File: src/rtl/instr_encoder_if.sv
// -----------------------------------------------------------------------------
// instr_encoder_if
//   Bundles the two handshake sides of the instruction encoder:
//     - field side : in_valid/in_ready handshake plus the decoded instruction
//                    fields (kind, rs, rt, rd, shamt, funct, imm)
//     - memory side: mem_we/mem_ready handshake plus write address and data
//
//   Modports
//     master : the producer of fields and consumer of memory writes
//              (drives in_* and mem_ready, observes in_ready and mem_*)
//     slave  : the encoder itself
// -----------------------------------------------------------------------------
interface instr_encoder_if #(
    parameter int ADDR_W = 8
);
    // Field side
    logic              in_valid;
    logic              in_ready;
    logic [2:0]        in_kind;
    logic [4:0]        in_rs;
    logic [4:0]        in_rt;
    logic [4:0]        in_rd;
    logic [4:0]        in_shamt;
    logic [5:0]        in_funct;
    logic [15:0]       in_imm;

    // Memory side
    logic              mem_we;
    logic [ADDR_W-1:0] mem_addr;
    logic [31:0]       mem_wdata;
    logic              mem_ready;

    modport master (
        output in_valid, in_kind, in_rs, in_rt, in_rd, in_shamt, in_funct,
               in_imm, mem_ready,
        input  in_ready, mem_we, mem_addr, mem_wdata
    );

    modport slave (
        input  in_valid, in_kind, in_rs, in_rt, in_rd, in_shamt, in_funct,
               in_imm, mem_ready,
        output in_ready, mem_we, mem_addr, mem_wdata
    );
endinterface

File: src/rtl/instr_encoder.sv
// -----------------------------------------------------------------------------
// instr_encoder
//   Turns instruction fields (R-type, lw, sw, beq, addi) into 32-bit MIPS-style
//   words and writes them to consecutive word addresses of an instruction
//   memory. A small FIFO decouples the field producer from the memory.
//
//   Ports
//     clk        rising-edge clock
//     rst_n      asynchronous active-low reset
//     start      synchronous session restart: loads base_addr, flushes the
//                FIFO, clears count/wrapped/err; overrides every transfer
//     base_addr  first word address of a session
//     bus        instr_encoder_if.slave (field and memory handshakes)
//     count      words written this session, saturating at 2^ADDR_W
//     wrapped    sticky: write address rolled over from all-ones to zero
//     err        sticky: an illegal in_kind (5..7) was accepted
//
//   Field transfer : in_valid && in_ready
//   Memory transfer: mem_we && mem_ready
// -----------------------------------------------------------------------------
module instr_encoder #(
    parameter int ADDR_W     = 8,
    parameter int FIFO_DEPTH = 2
) (
    input  logic              clk,
    input  logic              rst_n,
    input  logic              start,
    input  logic [ADDR_W-1:0] base_addr,
    instr_encoder_if.slave    bus,
    output logic [ADDR_W:0]   count,
    output logic              wrapped,
    output logic              err
);

    localparam int PTR_W = (FIFO_DEPTH > 2) ? $clog2(FIFO_DEPTH) : 1;
    localparam int OCC_W = PTR_W + 1;
    localparam logic [OCC_W-1:0]  OCC_FULL = OCC_W'(FIFO_DEPTH);
    localparam logic [ADDR_W:0]   CNT_MAX  = {1'b1, {ADDR_W{1'b0}}};

    typedef enum logic {
        S_IDLE  = 1'b0,
        S_WRITE = 1'b1
    } state_t;

    // -------------------------------------------------------------------------
    // Field encoding (combinational at the input)
    // -------------------------------------------------------------------------
    function automatic logic [31:0] encode(
        input logic [2:0]  kind,
        input logic [4:0]  rs,
        input logic [4:0]  rt,
        input logic [4:0]  rd,
        input logic [4:0]  shamt,
        input logic [5:0]  funct,
        input logic [15:0] imm
    );
        logic [31:0] word;
        case (kind)
            3'd0:    word = {6'h00, rs, rt, rd, shamt, funct};
            3'd1:    word = {6'h23, rs, rt, imm};
            3'd2:    word = {6'h2B, rs, rt, imm};
            3'd3:    word = {6'h04, rs, rt, imm};
            3'd4:    word = {6'h08, rs, rt, imm};
            default: word = '0;
        endcase
        return word;
    endfunction

    function automatic logic kind_legal(input logic [2:0] kind);
        return (kind <= 3'd4);
    endfunction

    // -------------------------------------------------------------------------
    // State
    // -------------------------------------------------------------------------
    logic [31:0]       fifo_mem [FIFO_DEPTH];
    logic [PTR_W-1:0]  wr_ptr;
    logic [PTR_W-1:0]  rd_ptr;
    logic [OCC_W-1:0]  occ;
    logic [OCC_W-1:0]  occ_next;
    state_t            state;
    logic              live;       // low until the first edge after reset
    logic [ADDR_W-1:0] addr;

    logic [31:0]       enc_word;
    logic              full;
    logic              in_fire;
    logic              push;
    logic              pop;

    assign enc_word = encode(bus.in_kind, bus.in_rs, bus.in_rt, bus.in_rd,
                             bus.in_shamt, bus.in_funct, bus.in_imm);

    // in_ready depends only on registered state and start, never on mem_ready.
    assign full         = (occ == OCC_FULL);
    assign bus.in_ready = live && !full && !start;

    assign in_fire = bus.in_valid && bus.in_ready;
    assign push    = in_fire && kind_legal(bus.in_kind);
    assign pop     = bus.mem_we && bus.mem_ready;

    // mem_we is the FSM's registered WRITE state; it tracks "FIFO non-empty".
    assign bus.mem_we    = (state == S_WRITE);
    assign bus.mem_addr  = addr;
    // Masking the head with mem_we gives an all-zero data bus when empty,
    // so the storage itself needs no reset.
    assign bus.mem_wdata = bus.mem_we ? fifo_mem[rd_ptr] : 32'h0;

    always_comb begin
        occ_next = occ;
        if (push && !pop) begin
            occ_next = occ + OCC_W'(1);
        end else if (!push && pop) begin
            occ_next = occ - OCC_W'(1);
        end
    end

    // -------------------------------------------------------------------------
    // FIFO storage (data only, no reset)
    // -------------------------------------------------------------------------
    always_ff @(posedge clk) begin
        if (push) begin
            fifo_mem[wr_ptr] <= enc_word;
        end
    end

    // -------------------------------------------------------------------------
    // Control: pointers, occupancy, output FSM, address/count/flags
    // -------------------------------------------------------------------------
    always_ff @(posedge clk or negedge rst_n) begin
        if (!rst_n) begin
            live    <= 1'b0;
            wr_ptr  <= '0;
            rd_ptr  <= '0;
            occ     <= '0;
            state   <= S_IDLE;
            addr    <= '0;
            count   <= '0;
            wrapped <= 1'b0;
            err     <= 1'b0;
        end else begin
            live <= 1'b1;
            if (start) begin
                // A write presented this cycle is discarded and not counted.
                wr_ptr  <= '0;
                rd_ptr  <= '0;
                occ     <= '0;
                state   <= S_IDLE;
                addr    <= base_addr;
                count   <= '0;
                wrapped <= 1'b0;
                err     <= 1'b0;
            end else begin
                if (push) begin
                    wr_ptr <= wr_ptr + PTR_W'(1);
                end
                if (pop) begin
                    rd_ptr <= rd_ptr + PTR_W'(1);
                    addr   <= addr + ADDR_W'(1);
                    if (count != CNT_MAX) begin
                        count <= count + (ADDR_W+1)'(1);
                    end
                    if (&addr) begin
                        wrapped <= 1'b1;
                    end
                end
                if (in_fire && !kind_legal(bus.in_kind)) begin
                    err <= 1'b1;
                end
                occ <= occ_next;

                case (state)
                    S_IDLE:  if (occ_next != '0) state <= S_WRITE;
                    S_WRITE: if (occ_next == '0) state <= S_IDLE;
                    default: state <= S_IDLE;
                endcase
            end
        end
    end

endmodule
File: src/flat_wrapper.sv
// flat-port wrapper written by rule: the top's interface ports become plain ports
module instr_encoder_flat 
#(
    parameter int ADDR_W     = 8,
    parameter int FIFO_DEPTH = 2
)
  (clk, rst_n, start, base_addr, count, wrapped, err, bus_in_valid, bus_in_kind, bus_in_rs, bus_in_rt, bus_in_rd, bus_in_shamt, bus_in_funct, bus_in_imm, bus_mem_ready, bus_in_ready, bus_mem_we, bus_mem_addr, bus_mem_wdata);
  instr_encoder_if #(.ADDR_W(ADDR_W)) bus_i ();
  input  logic clk;
  input  logic rst_n;
  input  logic start;
  input  logic [ADDR_W-1:0] base_addr;
  output logic [ADDR_W:0] count;
  output logic wrapped;
  output logic err;
  input wire logic [$bits(bus_i.in_valid)-1:0] bus_in_valid;
  input wire logic [$bits(bus_i.in_kind)-1:0] bus_in_kind;
  input wire logic [$bits(bus_i.in_rs)-1:0] bus_in_rs;
  input wire logic [$bits(bus_i.in_rt)-1:0] bus_in_rt;
  input wire logic [$bits(bus_i.in_rd)-1:0] bus_in_rd;
  input wire logic [$bits(bus_i.in_shamt)-1:0] bus_in_shamt;
  input wire logic [$bits(bus_i.in_funct)-1:0] bus_in_funct;
  input wire logic [$bits(bus_i.in_imm)-1:0] bus_in_imm;
  input wire logic [$bits(bus_i.mem_ready)-1:0] bus_mem_ready;
  output wire logic [$bits(bus_i.in_ready)-1:0] bus_in_ready;
  output wire logic [$bits(bus_i.mem_we)-1:0] bus_mem_we;
  output wire logic [$bits(bus_i.mem_addr)-1:0] bus_mem_addr;
  output wire logic [$bits(bus_i.mem_wdata)-1:0] bus_mem_wdata;
  assign bus_i.in_valid = bus_in_valid;
  assign bus_i.in_kind = bus_in_kind;
  assign bus_i.in_rs = bus_in_rs;
  assign bus_i.in_rt = bus_in_rt;
  assign bus_i.in_rd = bus_in_rd;
  assign bus_i.in_shamt = bus_in_shamt;
  assign bus_i.in_funct = bus_in_funct;
  assign bus_i.in_imm = bus_in_imm;
  assign bus_i.mem_ready = bus_mem_ready;
  assign bus_in_ready = bus_i.in_ready;
  assign bus_mem_we = bus_i.mem_we;
  assign bus_mem_addr = bus_i.mem_addr;
  assign bus_mem_wdata = bus_i.mem_wdata;
  instr_encoder #(.ADDR_W(ADDR_W), .FIFO_DEPTH(FIFO_DEPTH)) u_core (.clk(clk), .rst_n(rst_n), .start(start), .base_addr(base_addr), .bus(bus_i), .count(count), .wrapped(wrapped), .err(err));
endmodule
File: config.mk
export PLATFORM = sky130hd
export DESIGN_NAME = instr_encoder_flat
export DESIGN_NICKNAME = d
export VERILOG_FILES = /design/src/rtl/instr_encoder_if.sv /design/src/rtl/instr_encoder.sv /design/src/flat_wrapper.sv
export SDC_FILE = /design/constraint.sdc
export NUM_CORES = 1
export LEC_CHECK = 0
export ABC_AREA = 1
export BUFFER_PORTS_ARGS = -buffer_cell sky130_fd_sc_hd__buf_2
export CAP_MARGIN = 15
export CORE_MARGIN = 1
export CORE_UTILIZATION = 45
export CTS_CLUSTER_DIAMETER = 60
export DETAILED_ROUTE_END_ITERATION = 8
export PLACE_DENSITY_LB_ADDON = 0.15
export SLEW_MARGIN = 0
export SYNTH_ARGS = -nofsm -noshare
export SYNTH_HDL_FRONTEND = slang
export SYNTH_SLANG_ARGS = --single-unit
File: constraint.sdc
create_clock -name clk -period 2.5 [get_ports clk]
set_input_delay 0.25 -clock clk [delete_from_list [all_inputs] [get_ports clk]]
set_output_delay 0.25 -clock clk [all_outputs]
set_load 0.03 [all_outputs]
==> flow_results.org, run 1 <==
** Cells and area
- Final cell utilization of the core :: 0.585
- Number of antenna repair diodes :: 0
- Fraction of final layout cells with drive strength greater than 1 :: 0.275
- Relative to the synthesized area, the layout overhead comes to 23.0%.
- For this run, the post-layout net count is 599.

** Run status
- The run finished with clean final reports.

** STA
- The final number of max-transition violations was 0.
- Summed over all failing endpoints, the final setup total negative slack is 0 ns.
- In the finished design, the share of the clock period the worst path needs comes to 0.797.
- Timing-limited maximum frequency :: 502 MHz
- Actual transition at the worst max-transition pin :: 0.605 ns
- Worst relative slew slack :: 0.596
- Worst clock skew :: 0.00901 ns
- Final setup slack of the worst path :: 0.506 ns
- Final Hold Violating Endpoints :: 0
- Time the final worst path needs with I/O delays and setup :: 1.99 ns
- Unrepaired setup endpoints after global routing :: no
- Setup violations remaining at the end of the flow were counted as 0.

** Yosys
- Among all cell types in the netlist, the one instantiated most often is sky130_fd_sc_hd__nor2_1.
- Most area-consuming cells after synthesis :: sky130_fd_sc_hd__edfxtp_1 44%, sky130_fd_sc_hd__dfrtp_1 16%, sky130_fd_sc_hd__nor2_1 11%
- Syn Nets :: 489
- Share of Yosys cell area claimed by the top area cell type :: 0.437
- Counting flops with a built-in enable in the synthesized netlist gives 58.
- Synthesized instance count :: 427
- Share of async-settable or async-resettable flops after synthesis :: 0.301
- Ys Warns :: 0
- After synthesis, the most frequently instantiated cells are 116 x sky130_fd_sc_hd__nor2_1, 58 x sky130_fd_sc_hd__edfxtp_1, 55 x sky130_fd_sc_hd__o21ai_0.
- For this run, the leading register cell type out of synthesis is sky130_fd_sc_hd__edfxtp_1.
- Of the synthesized area, sequential elements account for 0.594.
- Yosys mapped the design onto 33 distinct sky130hd cell types.
- Synthesized cell area :: 0.00399 mm^2
- Yosys reg bits :: 83
- Of all cell types, the one taking the most synthesized area is sky130_fd_sc_hd__edfxtp_1.
- Each instance of the synthesized netlist takes up on average 9.33 um^2.

** Clock network
- TritonCTS created 9 clock buffers.
- Maximum root-to-sink buffer count :: 2
- Number of buffers inserted to repair setup after CTS :: 0
- # hold bufs at CTS :: 1
- Clock latency of the later-clocked register in the worst-skew pair :: 0.36 ns
- CTS H-tree lvls :: 3
- Clock Sinks :: 83
- After clock tree synthesis, the clock-pin slew on the worst setup and hold paths is 0.08 ns.
- TritonCTS built the clock tree.
- In this run, post-CTS repair resized a total of 0 instances.
- CTS placed an instance of sky130_fd_sc_hd__clkbuf_8 at the clock tree root.

** Power and ir drop
- Dividing total power by cell area gives a power density of 790 mW/mm^2.
- Sequential fraction of design power :: 0.422
- Power share of the combinational group :: 0.252
- Of the total power, the clock network draws 0.326.
- Summed over all nets, the switching power comes to 1.27 mW.
- Static leakage :: 2.32 nW
- Of the total power, the share spent switching nets is 0.328.
- Internal power summed over all cells :: 2.60 mW
- After layout, the design draws a total of 3.87 mW.
- The worst-case IR drop observed on VDD is 0.000341 V.

** Min path
- In this run the worst hold path is classified as input pin to flip-flop.

** GRT
- Overflow left after global routing :: 0
- Entering global routing, the biggest net connects 30 pins.
- Vias in the first global route :: 3010
- The first global-routing pass estimated 14.3 mm of wire.
- Number of antenna violations at the first check in global routing :: 0
- Global routing usage summed across all routing layers :: 0.210

** Critical path
- Category of the worst setup path launch point :: flip-flop
- Sort of element at the end of the critical path :: output port
- Largest fanout of any net on the critical path :: 18
- Required @ worst endpoint :: 2.25 ns
- Arr. time, crit path :: 1.74 ns
- The critical path is of the flip-flop to output port type.

** Detailed routing
- Number of design rule violations left after detail routing :: 0
- In this run the remaining antenna-violating nets after routing total 0.
- In this run, the number of DRC markers left after iteration 0 of detailed routing was 158.
- Dividing the detail-routed wire length by the instance count gives 14.2 um.
- Drt pass-1 iters :: 7
- The routed layout has 3281 vias.
- Routed via count divided by cell count :: 5.07
- Routed wire length :: 9.20 mm

** Place
- At the end of routability-driven placement, the weighted congestion stood at 0.839.
- During placement, the flow inserted port buffers numbering 109.
- Placed wire-length estimate :: 6.38 mm
- Post-Place Setup Slack :: 0.725 ns

** Die
- Horiz. Die Dim :: 96.1 um
- 111 I/O pins were placed.
- The total area inside the core boundary comes to 0.00838 mm^2.
- Floorplan die area :: 0.00924 mm^2
- The floorplan has 33 rows.
- In this run the vertical extent of the chip is 96.1 um.
- For this configuration, the core starts out at a cell density of 0.475.

** Run
- The tool flagged a number of max-cap violations equal to 0.
-- power by group through the flow --
stage	Sequential, mW	Combinational (mW)	Clock [mW]
6_report	1.63	0.977	1.26
5_1_grt	1.65	1.08	1.33
4_1_cts	1.63	0.985	1.28
3_5_place_dp	1.66	0.980	0
3_3_place_gp	1.66	0.965	0
2_1_floorplan	1.71	0.618	0
-- worst max-delay path: stages (launching register included) --
cell and delay, ns:
sky130_fd_sc_hd__dfrtp_1 0.68, sky130_fd_sc_hd__buf_4 0.28, sky130_fd_sc_hd__o21ai_0 0.10, sky130_fd_sc_hd__nor2_1 0.12
sky130_fd_sc_hd__buf_2 0.21
-- area by class of cell --
class	instances	area, um^2
well taps	105	131
clock inverters	6	138
flip-flops and latches	83	2370
repair buffers	118	616
clock buffers	10	128
fillers	760	3480
multi-input cells	283	1360
inverters	42	168
-- routing by layer --
metal | GRT usage | vias to the layer above | wire length (um)
li1 | - | 1626 | -
met1 | 0.263 | 1545 | 3990
met2 | 0.361 | 98 | 4600
met3 | 0.0427 | 12 | 485
met4 | 0.0734 | 0 | 134
met5 | 0 | - | 0
-- final timing paths --
| path | startpoint | end | slack [ns] | depth (start not counted) |
|---|---|---|---|---|
| max | u_core.bus.mem_we | bus_mem_wdata[14] | 0.51 | 4 |
| min | base_addr[2] | u_core.bus.mem_addr[2] | 0.13 | 3 |
| max reg2reg | u_core.occ[0] | u_core.fifo_mem[0][16] | 0.84 | 6 |
| min reg2reg | u_core.wrapped | u_core.wrapped | 0.51 | 2 |
| max in group asynchronous | rst_n | u_core.count[5] | 1.66 | 2 |
| min in group asynchronous | rst_n | u_core.bus.mem_addr[1] | 0.44 | 2 |
-- layout by cell type, fill, tap and decap left out, types with 2 or more instances in the layout --
cell / count
sky130_fd_sc_hd__nand2_2: 5
sky130_fd_sc_hd__nor2_1: 114
sky130_fd_sc_hd__nand3_1: 25
sky130_fd_sc_hd__ha_1: 4
sky130_fd_sc_hd__buf_4: 8
sky130_fd_sc_hd__xor2_1: 6
sky130_fd_sc_hd__inv_1: 39
sky130_fd_sc_hd__nor2_2: 2
sky130_fd_sc_hd__nor2_4: 3
sky130_fd_sc_hd__o211ai_1: 2
sky130_fd_sc_hd__bufinv_16: 4
sky130_fd_sc_hd__clkbuf_8: 9
sky130_fd_sc_hd__o21ai_0: 55
sky130_fd_sc_hd__nand4_1: 3
sky130_fd_sc_hd__clkinv_4: 2
sky130_fd_sc_hd__edfxtp_1: 58
sky130_fd_sc_hd__buf_2: 109
sky130_fd_sc_hd__a21oi_1: 2
sky130_fd_sc_hd__conb_1: 2
sky130_fd_sc_hd__o21ai_1: 5
sky130_fd_sc_hd__dfrtp_1: 25
sky130_fd_sc_hd__nand2_1: 44
sky130_fd_sc_hd__inv_6: 2
-- registers in the layout, indices dropped and copies added (netlist names), 2 cells and up --
signal,flops
u_core.bus.mem_addr,8
u_core.occ,2
u_core.fifo_mem,58
u_core.count,9
-- logic make-up after synthesis --
group           after synthesis  share of synthesized area
buf+inv                      61                     0.0672
flops                        83                      0.594
fa+ha+maj                     4                     0.0126
compound gates               68                     0.0895
xor+xnor                      7                     0.0154
simple gates                202                      0.219
other cells                   2                    0.00188
-- through the flow --
stage               cells  hold slack, ns  cell area, um^2
floorplan             427         -0.0456             3990
global placement      630           0.276             4630
detailed placement    630           0.283             4630
CTS                   647           0.121             4900
global route          647           0.139             4900
finish                647           0.130             4900
Note: power is estimated with default switching activity, not from simulation.
==> inputs of run 2 (changes only) <==
==> constraint.sdc (replaced) <==
create_clock -name clk -period 1.75 [get_ports clk]
set_input_delay 0.175 -clock clk [delete_from_list [all_inputs] [get_ports clk]]
set_output_delay 0.175 -clock clk [all_outputs]
set_load 0.03 [all_outputs]
==> run 2 against run 1 <==
Non-clock buffer count rose by 1. Power rose by 28%. Worst setup slack got worse by 0.39 ns. Via count fell by 1.2%. Sequential power rose by 42%. Sequential cell count did not move. Design area fell by 0.64%. Clock-buffer cell count rose by 1. Critical path type unchanged. Critical endpoint is now bus_mem_wdata[16]. Highest routed layer unchanged.
==> flow_results.org, run 2 (synthesis gave the netlist of run 1 again) <==
** Critical path
- Traced cell by cell, the critical path runs through inv_1 > buf_4 > nor2_1 > nor2_1 > buf_2.
- Arr. time, crit path :: 1.46 ns
- Reg2Reg Capture Point :: u_core.fifo_mem[1][13]
- Library cell appearing most often on the critical path :: sky130_fd_sc_hd__nor2_1
- Across all register-to-register paths, the minimum setup slack is 0.21 ns.
- Counting cells, the worst reg-to-reg path comes to 6.
- In this run the worst path has a maximum fanout of 14.
- Sort of element at the end of the critical path :: output port
- STA classifies the critical path startpoint as a flip-flop.
- The largest individual stage delay along the critical path comes from the cell sky130_fd_sc_hd__dfrtp_1.
- In this design, the stage delay of the slowest critical-path cell is 0.40 ns.
- In this run the critical register-to-register path is launched from u_core.occ[0].
- At the worst endpoint, the required time is 1.57 ns.
- Category of the critical setup timing path :: flip-flop to output port

** Min path
- Endpoint of the worst hold-timing path :: u_core.bus.mem_addr[6]
- Hold Startpoint :: base_addr[6]
- The path class of the tightest hold or removal check is input pin to flip-flop.
- The worst hold path was traced through 3 stages.

** Cells and area
- Final design area excluding fillers :: 0.00487 mm^2
- From synthesis to final layout, the design area changed by 22.2%.
- Final cell utilization of the core :: 0.581
- Number of antenna repair diodes :: 0
- The register with the most flip-flops in the layout has 58 of them.
- Commonest cells after routing, fill and taps aside :: 113 x sky130_fd_sc_hd__nor2_1, 108 x sky130_fd_sc_hd__buf_2, 58 x sky130_fd_sc_hd__edfxtp_1
- Fraction of final layout cells with drive strength greater than 1 :: 0.278
- Nets@finish :: 600
- Leaving out fill and tap cells, the most frequent cell in the layout is sky130_fd_sc_hd__nor2_1.
- Register name with the most flops :: u_core.fifo_mem

** Place
- After legalization and detailed placement, the total HPWL measured 6.03 mm.
- The congestion estimate from routability-driven global placement came to 0.765.
- Buffers placed on the I/O ports in this run total 109.
- Post-Place Setup Slack :: 0.222 ns
- The placed instances occupy a cell area of 0.00468 mm^2.

** STA
- The number of failing hold endpoints at the final stage came to 0.
- Of the available clock period, the critical path in the final layout requires 0.935.
- Worst relative slew slack :: 0.613
- Count of pins over their slew limit :: 0
- Time the final worst path needs with I/O delays and setup :: 1.64 ns
- Setup slack on the critical path of the routed design comes to 0.114 ns.
- On the final layout, the worst hold slack is 0.0623 ns.
- Unrepaired setup endpoints after global routing :: no
- Worst clock skew :: 0.0112 ns
- Derived from the worst setup path, the maximum achievable clock frequency is 611 MHz.
- Actual transition at the worst max-transition pin :: 0.580 ns
- Final count of negative-setup-slack endpoints :: 0

** GRT
- Maximum number of pins on one net before global-route repair :: 31
- The first global-routing pass estimated 13.9 mm of wire.
- Global routing finished with a remaining overflow of 0.
- Number of antenna violations at the first check in global routing :: 1
- Global routing usage summed across all routing layers :: 0.202
- The via count of the first global-routing pass came to 2947.

** Clock network
- Clock-pin slew was measured on the worst setup and hold paths at 0.08 ns.
- Clock latency on the worst-skew pair, taken at its later pin, is 0.35 ns.
- After clock tree synthesis, the setup repair step added 0 buffers.
- CTS H-tree lvls :: 3
- CTS saw 83 sinks.
- Cell at the root of the clock tree :: sky130_fd_sc_hd__clkbuf_8
- Maximum root-to-sink buffer count :: 2
- Counting the buffers created by CTS gives 9.
- TritonCTS built the clock tree.

** Power and ir drop
- Static leakage :: 2.28 nW
- For this design the ratio of total power to cell area is 1020 mW/mm^2.
- IR drop worst, VDD :: 0.000604 V
- The design draws 4.97 mW.

** Detailed routing
- Post-DRT Antenna Nets :: 0
- After detailed routing, the met3 layer carries 540 um of wire.
- Highest Signal Layer :: met4
- In this run, the number of DRC markers left after iteration 0 of detailed routing was 106.
- After detailed routing, the wire length on met1 is 3.82 mm.
- Routed wire length :: 8.77 mm
- Routed via count divided by cell count :: 5.00
- WL met2 :: 4.27 mm
- After detailed routing, the number of remaining DRC violations is 0.
- Count of vias placed by the detailed router :: 3243
- Drt pass-1 iters :: 4
- After detailed routing, the average wire length per cell comes to 13.5 um.

** Die
- Starting utilization of the core area :: 0.475
- Height of the die :: 96.1 um
- The total area inside the core boundary comes to 0.00838 mm^2.
- The floorplan has 33 rows.
- Horiz. Die Dim :: 96.1 um
- During I/O placement, the number of pins put on the boundary was 111.
- Floorplan die area :: 0.00924 mm^2

** Run status
- Outcome :: complete, no violations

** Run
- Number of max-capacitance violations reported :: 0
[run 2: worst max-delay path by stage]
stage                           start                     end  slack, ns  depth (start not counted)
detailed placement      u_core.occ[0]   u_core.fifo_mem[1][3]       0.22                          6
global placement        u_core.occ[0]  u_core.fifo_mem[1][12]       0.28                          6
finish                  u_core.rd_ptr       bus_mem_wdata[16]       0.11                          5
floorplan               u_core.occ[0]   u_core.fifo_mem[1][0]      -0.07                          5
global route            u_core.rd_ptr        bus_mem_wdata[8]      0.002                          5
CTS                 u_core.bus.mem_we       bus_mem_wdata[27]       0.03                          4
[run 2: per-layer routing]
layer / vias up / global-route usage
li1: 1628 / -
met3: 9 / 0.0450
met2: 95 / 0.342
met5: - / 0
met4: 0 / 0.0808
met1: 1511 / 0.251
[run 2: final cells by class]
type,instances,area [um^2]
clock buffers,11,131
clock inverters,5,36.3
fillers,763,3510
inverters,42,168
multi-input cells,283,1370
flip-flops and latches,83,2370
well taps,105,131
repair buffers,119,666
[run 2: worst max-delay path: cells and delay by family, from the launching register on]
| kind | cells | cell delay, ns |
|---|---|---|
| buffers and inverters | 3 | 0.53 |
| flip-flops | 1 | 0.40 |
| AND/OR/NAND/NOR | 2 | 0.19 |
[run 2: repair_timing]
action / in CTS / in global routing
endpoints found under the hold margin: 25 / 0
hold buffers: 1 / 0
resized for setup: 0 / 5
endpoints found under the setup margin: 0 / 15
[run 2: stage by stage]
stage,cells,setup TNS (ns)
finish,648,0
global placement,631,0
global route,648,0
detailed placement,631,0
floorplan,427,-3.26
CTS,648,0
[run 2: report_power, final]
part	leakage, nW	internal, mW	switching (mW)
clock network	0.0780	0.523	0.688
registers	0.854	2.22	0.0929
logic	1.35	0.432	1.02
==> inputs of run 3 (changes only) <==
--- a/config.mk
+++ b/config.mk
@@ -12,7 +12,7 @@
 export CORE_UTILIZATION = 45
 export CTS_CLUSTER_DIAMETER = 60
 export DETAILED_ROUTE_END_ITERATION = 8
-export PLACE_DENSITY_LB_ADDON = 0.15
+export PLACE_DENSITY_LB_ADDON = 0.12
 export SLEW_MARGIN = 0
 export SYNTH_ARGS = -nofsm -noshare
 export SYNTH_HDL_FRONTEND = slang
==> run 3 against run 2 <==
Sequential cell count unchanged. Core utilization increased by 1.1 points. Design area increased by 1.9%. Sequential share of layout area decreased by 0.92 points. Sequential power about the same. Worst setup slack got worse by 0.026 ns. Global-route usage decreased by 0.089 points. Clock skew about the same. Clock power increased by 16%. Via count decreased by 1.2%. Hold slack got worse by 0.023 ns. Critical path type unchanged.
==> flow_results.org, run 3 (synthesis gave the netlist of run 1 again) <==
** Run status
- The run finished with clean final reports.

** Place
- Input and output buffers added on the ports amount to 109.
- At the end of routability-driven placement, the weighted congestion stood at 0.751.
- Post-Place Setup Slack :: 0.258 ns
- In this run the cell area measured after placement is 0.00470 mm^2.
- The HPWL after detailed placement is 5.97 mm.
- Once placement completed, the tool counted placed cells totaling 632.

** Clock network
- The H-tree was split into 3 levels.
- Clock tree from TritonCTS :: done
- Clock-pin slew was measured on the worst setup and hold paths at 0.09 ns.
- Clock latency of the later-clocked register in the worst-skew pair :: 0.36 ns
- The clock passes through at most 2 buffers.
- CTS placed an instance of sky130_fd_sc_hd__clkbuf_8 at the clock tree root.
- Clock Sinks :: 83
- TritonCTS buffer count :: 9

** Critical path
- Largest fanout of any net on the critical path :: 29
- Category of the worst setup path launch point :: flip-flop
- R2r worst-path depth :: 6
- Reg-to-reg startpoint :: u_core.occ[0]
- Setup crit end :: bus_mem_wdata[27]
- At the worst endpoint, the required time is 1.57 ns.
- STA classifies the critical path endpoint as an output port.
- Arr. time, crit path :: 1.49 ns
- The setup check on the worst reg-to-reg path leaves a slack of 0.25 ns.
- Reg2Reg Capture Point :: u_core.fifo_mem[1][16]
- The most critical setup path has its startpoint at u_core.rd_ptr.
- The critical path in this run is classified as flip-flop to output port.

** Power and ir drop
- Static leakage :: 2.33 nW
- IR analysis of the VDD net gives a maximum drop of 0.000559 V.
- Dividing total power by cell area gives a power density of 1050 mW/mm^2.

** Detailed routing
- After detailed routing, the number of vias per cell comes to 4.92.
- WL per Instance :: 13.6 um
- DR iter-0 viols :: 101
- The routed design has 8.85 mm of wire.
- The count of nets left with antenna violations once routing finished came out at 0.
- Number of design rule violations left after detail routing :: 0
- Drt pass-1 iters :: 4
- Summing over every cut layer, the via total after detailed routing is 3205.

** Die
- Rows :: 33
- Floorplan die area :: 0.00924 mm^2
- Core box area :: 0.00838 mm^2
- Starting utilization of the core area :: 0.475
- The die is 96.1 um tall.
- The die is 96.1 um wide.
- Ports placed on the boundary :: 111

** Cells and area
- Of the cells placed in the final design, the portion with a size suffix greater than 1 is 0.288.
- Final design area excluding fillers :: 0.00496 mm^2
- Cell Count, Final, Fillers Out :: 651
- From synthesis to final layout, the design area changed by 24.6%.
- Nets@finish :: 603
- Most common cell after layout, fill and taps aside :: sky130_fd_sc_hd__nor2_1
- Flip-flop count of the largest register after layout :: 58
- In the layout the commonest cells are 113 x sky130_fd_sc_hd__nor2_1, 106 x sky130_fd_sc_hd__buf_2, 58 x sky130_fd_sc_hd__edfxtp_1.
- Number of antenna repair diodes :: 0
- Register name with the most flops :: u_core.fifo_mem

** STA
- For the pin with the worst max-slew slack, the measured transition is 0.592 ns.
- The clock arrives with 0.0111 ns of skew.
- Final setup slack of the worst path :: 0.0881 ns
- Count of pins over their slew limit :: 0
- Ratio of final minimum period to clock period :: 0.950
- Setup violations remaining at the end of the flow were counted as 0.
- The worst path needs 1.66 ns of the cycle, external delays included.
- Setup repair after global routing could not meet its margin everywhere.
- Timing-limited maximum frequency :: 602 MHz
- The worst pin sits at a relative slew slack of 0.605.
- Final Hold Violating Endpoints :: 0

** GRT
- After global routing the overflow that remains totals 0.
- Across every metal layer, demand over resource in global routing totals 0.201.
- The first global-routing pass estimated 13.8 mm of wire.
- Vias in the first global route :: 3007
- Number of antenna violations at the first check in global routing :: 0
- Entering global routing, the biggest net connects 31 pins.

** Min path
- Path category of the worst min-delay check :: input pin to flip-flop

** Run
- Number of max-capacitance violations reported :: 0
[run 3: cell count changes in the layout (fill, tap and decap cells not counted), sizes merged]
cell,delta
clkbuf,-2
bufinv,+1
inv,+1
buf,+3
[run 3: area by class of cell]
| type | count | area [um^2] |
|---|---|---|
| multi-input cells | 283 | 1370 |
| fillers | 748 | 3420 |
| flip-flops and latches | 83 | 2370 |
| repair buffers | 122 | 728 |
| clock inverters | 7 | 75.1 |
| well taps | 105 | 131 |
| inverters | 42 | 168 |
| clock buffers | 9 | 124 |
[run 3: worst min path at each step]
| stage | slack (ns) | end | cells past startpoint | from |
|---|---|---|---|---|
| 2_1_floorplan | -0.12 | u_core.bus.mem_addr[0] | 0 | rst_n |
| 3_3_place_gp | 0.21 | u_core.wrapped | 1 | rst_n |
| 3_5_place_dp | 0.21 | u_core.wrapped | 1 | rst_n |
| 4_1_cts | 0.02 | u_core.bus.mem_addr[6] | 3 | base_addr[6] |
| 5_1_grt | 0.05 | u_core.bus.mem_addr[3] | 3 | base_addr[3] |
| 6_report | 0.04 | u_core.bus.mem_addr[6] | 3 | base_addr[6] |
[run 3: what timing repair did]
| action | in CTS | in global routing |
|---|---|---|
| pin swaps | 0 | 0 |
| hold endpoints to repair | 25 | 0 |
| buffers inserted | 0 | 1 |
| setup endpoints to repair | 4 | 12 |
| hold buffers | 1 | 0 |
| cloned | 0 | 1 |
| resized for setup | 3 | 8 |
[run 3: layer usage]
layer / track usage / routed length, um
met1: 0.228 / 3820
met2: 0.367 / 4380
met3: 0.0395 / 484
met4: 0.0858 / 159
met5: 0 / 0
[run 3: worst max-delay path, stage by stage (launching register included)]
cell and delay [ns]:
sky130_fd_sc_hd__dfrtp_1 0.42, sky130_fd_sc_hd__buf_12 0.19, sky130_fd_sc_hd__o21ai_0 0.13, sky130_fd_sc_hd__nor2_2 0.17
sky130_fd_sc_hd__buf_2 0.22
[run 3: power breakdown]
group	internal [mW]	switching, mW	total, mW
clock network	0.669	0.726	1.40
logic	0.476	1.03	1.51
registers	2.22	0.0906	2.31
[run 3: through the flow]
stage / power [mW] / TNS [ns] / util / hold slack (ns)
2_1_floorplan: 3.35 / -3.26 / - / -0.121
3_3_place_gp: 3.78 / 0 / 0.560 / 0.213
3_5_place_dp: 3.81 / 0 / 0.560 / 0.214
4_1_cts: 5.20 / 0 / 0.586 / 0.0231
5_1_grt: 5.48 / 0 / 0.592 / 0.0494
6_report: 5.21 / 0 / 0.592 / 0.0396
